File: config.mk
export PLATFORM = sky130hd
export DESIGN_NAME = seq_bin_to_bcd
export DESIGN_NICKNAME = d
export VERILOG_FILES = /design/src/rtl/seq_bin_to_bcd.sv
export SDC_FILE = /design/constraint.sdc
export NUM_CORES = 1
export LEC_CHECK = 0
export CAP_MARGIN = 40
export CORE_MARGIN = 4
export CORE_UTILIZATION = 40
export CTS_BUF_LIST = sky130_fd_sc_hd__clkbuf_4
export CTS_CLUSTER_DIAMETER = 150
export DETAILED_ROUTE_END_ITERATION = 10
export GPL_TIMING_DRIVEN = 1
export HOLD_SLACK_MARGIN = 0.03
export PLACE_DENSITY = 0.72
export SLEW_MARGIN = 10
export SYNTH_ARGS = -nofsm -noshare
export SYNTH_HDL_FRONTEND = slang
export SYNTH_SLANG_ARGS = --single-unit
File: constraint.sdc
create_clock -name clk -period 1.49 [get_ports clk]
set_clock_uncertainty 0.05 [all_clocks]
set_input_delay 0.298 -clock clk [delete_from_list [all_inputs] [get_ports clk]]
set_output_delay 0.298 -clock clk [all_outputs]
set_load 0.01 [all_outputs]
File: src/rtl/seq_bin_to_bcd.sv
// Sequential 8-bit binary to 3-digit BCD converter (double dabble, 9-clock latency, start ignored while busy).
// Optional sign-magnitude input handling is enabled by defining SEQ_BIN_TO_BCD_SIGNED_EN.
module seq_bin_to_bcd #(
  parameter int DONE_PULSE = 1
) (
  input  logic       clk,
  input  logic       reset,
  input  logic       start,
  input  logic [7:0] bin,
  input  logic       signed_mode,
  output logic       busy,
  output logic       done,
  output logic [3:0] bcd2,
  output logic [3:0] bcd1,
  output logic [3:0] bcd0,
  output logic       neg
);

  typedef enum logic [1:0] {IDLE, CONVERT, FINISH} state_t;

  state_t      state_q, state_d;
  logic [19:0] shift_q, shift_d;
  logic [2:0]  cnt_q, cnt_d;
  logic        sign_q, sign_d;
  logic        done_q, done_d;
  logic        neg_q, neg_d;
  logic [3:0]  bcd2_q, bcd2_d;
  logic [3:0]  bcd1_q, bcd1_d;
  logic [3:0]  bcd0_q, bcd0_d;
  logic [7:0]  mag;
  logic        neg_cap;
  logic [19:0] adj;

  // Magnitude and sign captured at the start edge.
`ifdef SEQ_BIN_TO_BCD_SIGNED_EN
  always_comb begin
    mag     = bin;
    neg_cap = 1'b0;
    if (signed_mode && bin[7]) begin
      mag     = 8'd0 - bin;
      neg_cap = 1'b1;
    end
  end
`else
  logic unused_signed_mode;
  assign unused_signed_mode = signed_mode;
  assign mag     = bin;
  assign neg_cap = 1'b0;
`endif

  always_comb begin
    adj = shift_q;
    if (adj[19:16] >= 4'd5) adj[19:16] = adj[19:16] + 4'd3;
    if (adj[15:12] >= 4'd5) adj[15:12] = adj[15:12] + 4'd3;
    if (adj[11:8]  >= 4'd5) adj[11:8]  = adj[11:8]  + 4'd3;
  end

  always_comb begin
    state_d = state_q;
    shift_d = shift_q;
    cnt_d   = cnt_q;
    sign_d  = sign_q;
    done_d  = (DONE_PULSE != 0) ? 1'b0 : done_q;
    neg_d   = neg_q;
    bcd2_d  = bcd2_q;
    bcd1_d  = bcd1_q;
    bcd0_d  = bcd0_q;
    case (state_q)
      IDLE: begin
        if (start) begin
          shift_d = {12'd0, mag};
          cnt_d   = 3'd0;
          sign_d  = neg_cap;
          done_d  = 1'b0;
          state_d = CONVERT;
        end
      end
      CONVERT: begin
        shift_d = {adj[18:0], 1'b0};
        cnt_d   = cnt_q + 3'd1;
        if (cnt_q == 3'd7) state_d = FINISH;
      end
      FINISH: begin
        bcd2_d  = shift_q[19:16];
        bcd1_d  = shift_q[15:12];
        bcd0_d  = shift_q[11:8];
        neg_d   = sign_q;
        done_d  = 1'b1;
        state_d = IDLE;
      end
      default: state_d = IDLE;
    endcase
  end

  always_ff @(posedge clk or negedge reset) begin
    if (!reset) begin
      state_q <= IDLE;
      shift_q <= 20'd0;
      cnt_q   <= 3'd0;
      sign_q  <= 1'b0;
      done_q  <= 1'b0;
      neg_q   <= 1'b0;
      bcd2_q  <= 4'd0;
      bcd1_q  <= 4'd0;
      bcd0_q  <= 4'd0;
    end else begin
      state_q <= state_d;
      shift_q <= shift_d;
      cnt_q   <= cnt_d;
      sign_q  <= sign_d;
      done_q  <= done_d;
      neg_q   <= neg_d;
      bcd2_q  <= bcd2_d;
      bcd1_q  <= bcd1_d;
      bcd0_q  <= bcd0_d;
    end
  end

  assign busy = (state_q != IDLE);
  assign done = done_q;
  assign neg  = neg_q;
  assign bcd2 = bcd2_q;
  assign bcd1 = bcd1_q;
  assign bcd0 = bcd0_q;

endmodule

==> results.py <==
metrics = {
    "synthesis": {
        "syn_avg_cell_area_um2": 10.4,
        "synth_warnings": 0,
        "ys_ff_latch": 38,
        "synth_seq_area_share": 0.505,
        "netlist_area_um2": 1880,
        "syn-num-nets": 201,
        "synth_cell_types": 34,
        "synth_cells": 181,
    },
    "finish": {
        "layout.nets": 247,
        "diodes": 0,
        "multi_input_area_um2": 836,
        "fin_util": 0.550,
        "syn_to_final_growth_pct": 29.8,
        "fillers": 410,
        "seq_area_um2": 951,
        "layout.cells.non_filler": 280,
        "layout-drive-gt1-share": 0.219,
    },
    "setup_path": {
        "regToRegStartpoint": "shift_q[9]",
        "start_kind": "register",
        "critPathCaptureType": "output port",
        "cp_cell_sequence": "or2_4, buf_6",
        "rr_worst_depth": 5,
        "criticalPathCategory": "reg -> out",
        "reg2reg_to": "shift_q[12]",
        "cp.required_ps": 1140,
        "cp_max_fo": 2,
        "cpMaxStageDelayCell": "dfrtp_1",
        "crit_arrival_ps": 1110,
        "reg2reg_setup_slack_ps": 60,
        "cpPeakStageDelay_ps": 390,
    },
    "floorplanning": {
        "initial_utilization": 0.424,
        "pin_count": 27,
        "core_area_um2": 4440,
        "rows": 24,
        "die_area_um2": 5870,
        "fp.dieH_um": 76.6,
        "die_w_um": 76.6,
    },
    "clocking": {
        "cts_buffers": 5,
        "cts.sinks": 38,
        "clk_pin_slew_ps": 120,
        "cts_max_path_buffers": 2,
        "cts_hold_buf": 0,
        "htree_levels": 2,
        "clk_latency_ps": 350,
        "clockRootBuffer": "clkbuf_4",
        "cts_tree": "yes",
    },
    "sta": {
        "slew_violations": 0,
        "fin_crit_sh": 0.977,
        "setup_viol": 0,
        "fin_ws_ps": 33.9,
        "fin_crit_ps": 1460,
        "fmax_ghz": 0.687,
        "hold_viol": 0,
        "rsz0062_at_grt": "true",
    },
    "status": {
        "status": "finished clean",
    },
    "power_and_ir_drop": {
        "power_density_nw_per_um2": 1880,
        "peakVddDrop_mv": 0.782,
        "p_leak_nw": 1.17,
        "total_power_w": 0.00460,
    },
    "global_route": {
        "grt_use_total": 0.136,
        "antenna_found_initial": 0,
        "grt_start_max_net_pins": 39,
        "grt_pass1_vias": 1424,
        "grt-ovfl-total": 0,
        "grt_pass1_wl_mm": 6.42,
    },
    "placement": {
        "hpwlAfterDp_mm": 2.75,
        "dp.cells": 269,
        "port_buffers": 24,
        "gp_congestion": 0.799,
        "place_ws_ps": -271,
    },
    "drt": {
        "ant_nets": 0,
        "drtPass1Iterations": 4,
        "dr.first_iter.drc_count": 83,
        "vias": 1476,
        "routed_wl_mm": 3.87,
        "route.detailed.drc": 0,
        "wl_per_cell_um": 13.8,
        "avgViaCountPerCell": 5.27,
    },
    "run": {
        "maxCapViolCount": 0,
    },
    "hold_path": {
        "min_path_type": "in -> async",
    },
}
==> routing by layer <==
layer	up-vias	share of wire	wire [µm]	global-route usage
met5	-	0	0	0
met4	0	0.014	53	0.0543
met3	6	0.050	193	0.0390
met2	33	0.45	1760	0.224
met1	706	0.48	1870	0.168
li1	731	-	-	-
==> worst max-delay path, delay by kind of cell, from the launching register on <==
family | cells | cell delay (ps)
DFF | 1 | 390
and+or+nand+nor | 1 | 260
buffers and inverters | 1 | 120
==> state kept, by name, indices dropped and copies added (netlist names) <==
signal	cells
done	1
bcd0	4
state_q	2
shift_q	20
bcd1	4
bcd2	4
cnt_q	3
==> metrics by stage <==
stage	area [µm²]	hold slack, ps	TNS, ps
floorplan	1880	-47.6	0
global placement	2320	408	-2700
detailed placement	2320	423	-3220
CTS	2390	252	0
global route	2440	255	-32.6
finish	2440	265	0
==> timing repair <==
item / 4_1_cts / 5_1_grt
endpoints found under the setup margin: 22 / 11
buffers inserted: 0 / 3
pin swaps: 0 / 1
endpoints found under the hold margin: 0 / 0
resized for setup: 20 / 8
==> area by class of cell <==
| class | count | area share |
|---|---|---|
| Timing Repair Buffer | 50 | 0.187 |
| Inverter | 14 | 0.0215 |
| Tap cell | 52 | 0.0266 |
| Multi-Input combinational cell | 118 | 0.342 |
| Sequential cell | 38 | 0.389 |
| Clock inverter | 1 | 0.0123 |
| Clock buffer | 7 | 0.0215 |
==> report_power, final <==
part | total (W) | switching [W] | internal, W
sequential | 0.00163 | 0.000230 | 0.00140
combinational | 0.00225 | 0.00112 | 0.00112
clock | 0.000723 | 0.000331 | 0.000392
==> cells in the mapped netlist <==
cell type / instances / area, µm²
a22oi_2: 1 / 12.5
o2111ai_2: 3 / 45.0
dfrtp_1: 38 / 951
nor2b_1: 8 / 50.1
o32ai_1: 2 / 17.5
a32o_1: 3 / 30.0
a21oi_1: 6 / 30.0
a22o_1: 2 / 17.5
o21ai_1: 19 / 95.1
o21ai_0: 5 / 25.0
xnor2_1: 2 / 17.5
clkbuf_1: 1 / 3.75
or2_2: 1 / 6.26
a22oi_1: 4 / 30.0
nand2_1: 26 / 97.6
buf_4: 2 / 15.0
nor2_1: 2 / 7.51
conb_1: 1 / 3.75
buf_6: 2 / 22.5
nor2b_4: 1 / 13.8
ha_1: 8 / 100
and3b_1: 2 / 17.5
o221ai_1: 1 / 8.76
nand2b_1: 5 / 31.3
o21bai_1: 1 / 7.51
buf_2: 5 / 25.0
o21ba_1: 1 / 10.0
o211ai_1: 3 / 22.5
o21a_1: 3 / 22.5
o2111ai_1: 3 / 26.3
o31ai_1: 3 / 22.5
buf_8: 1 / 15.0
o221ai_2: 2 / 30.0
inv_1: 14 / 52.6
==> cells in the final DEF, fill, tap and decap left out, types with 4 or more instances in the layout <==
| cell type | synthesis | final |
|---|---|---|
| nand2_1 | 26 | 26 |
| inv_1 | 14 | 14 |
| clkdlybuf4s50_1 | 0 | 10 |
| nor2b_1 | 8 | 6 |
| buf_4 | 2 | 23 |
| a22oi_1 | 4 | 4 |
| dlygate4sd2_1 | 0 | 13 |
| a21oi_1 | 6 | 6 |
| o2111ai_2 | 3 | 4 |
| nand2b_1 | 5 | 4 |
| clkbuf_4 | 0 | 7 |
| dfrtp_1 | 38 | 38 |
| o21ai_0 | 5 | 5 |
| o21ai_1 | 19 | 19 |
| ha_1 | 8 | 8 |
==> how the worst max path moves through the flow <==
stage                      startpoint          end  slack, ps  cells past startpoint
after floorplan           shift_q[12]  shift_q[16]        130                      5
after global placement          start  shift_q[10]       -210                      5
after detailed placement        start  shift_q[14]       -270                      5
after CTS                  state_q[0]         busy        0.1                      2
after global routing       state_q[1]         busy        -30                      2
final                      state_q[1]         busy         30                      2
==> kinds of logic after synthesis <==
kind of cell               Yosys count  share of synthesized area
adders and majority gates            8                     0.0532
and+or+nand+nor                     45                      0.119
AOI/OAI and AO/OA                   62                      0.241
other                                1                    0.00199
xor gates and xnor gates             2                    0.00930
buffers and inverters               25                     0.0711
DFF                                 38                      0.505
Power figures use the tool's default switching activity.
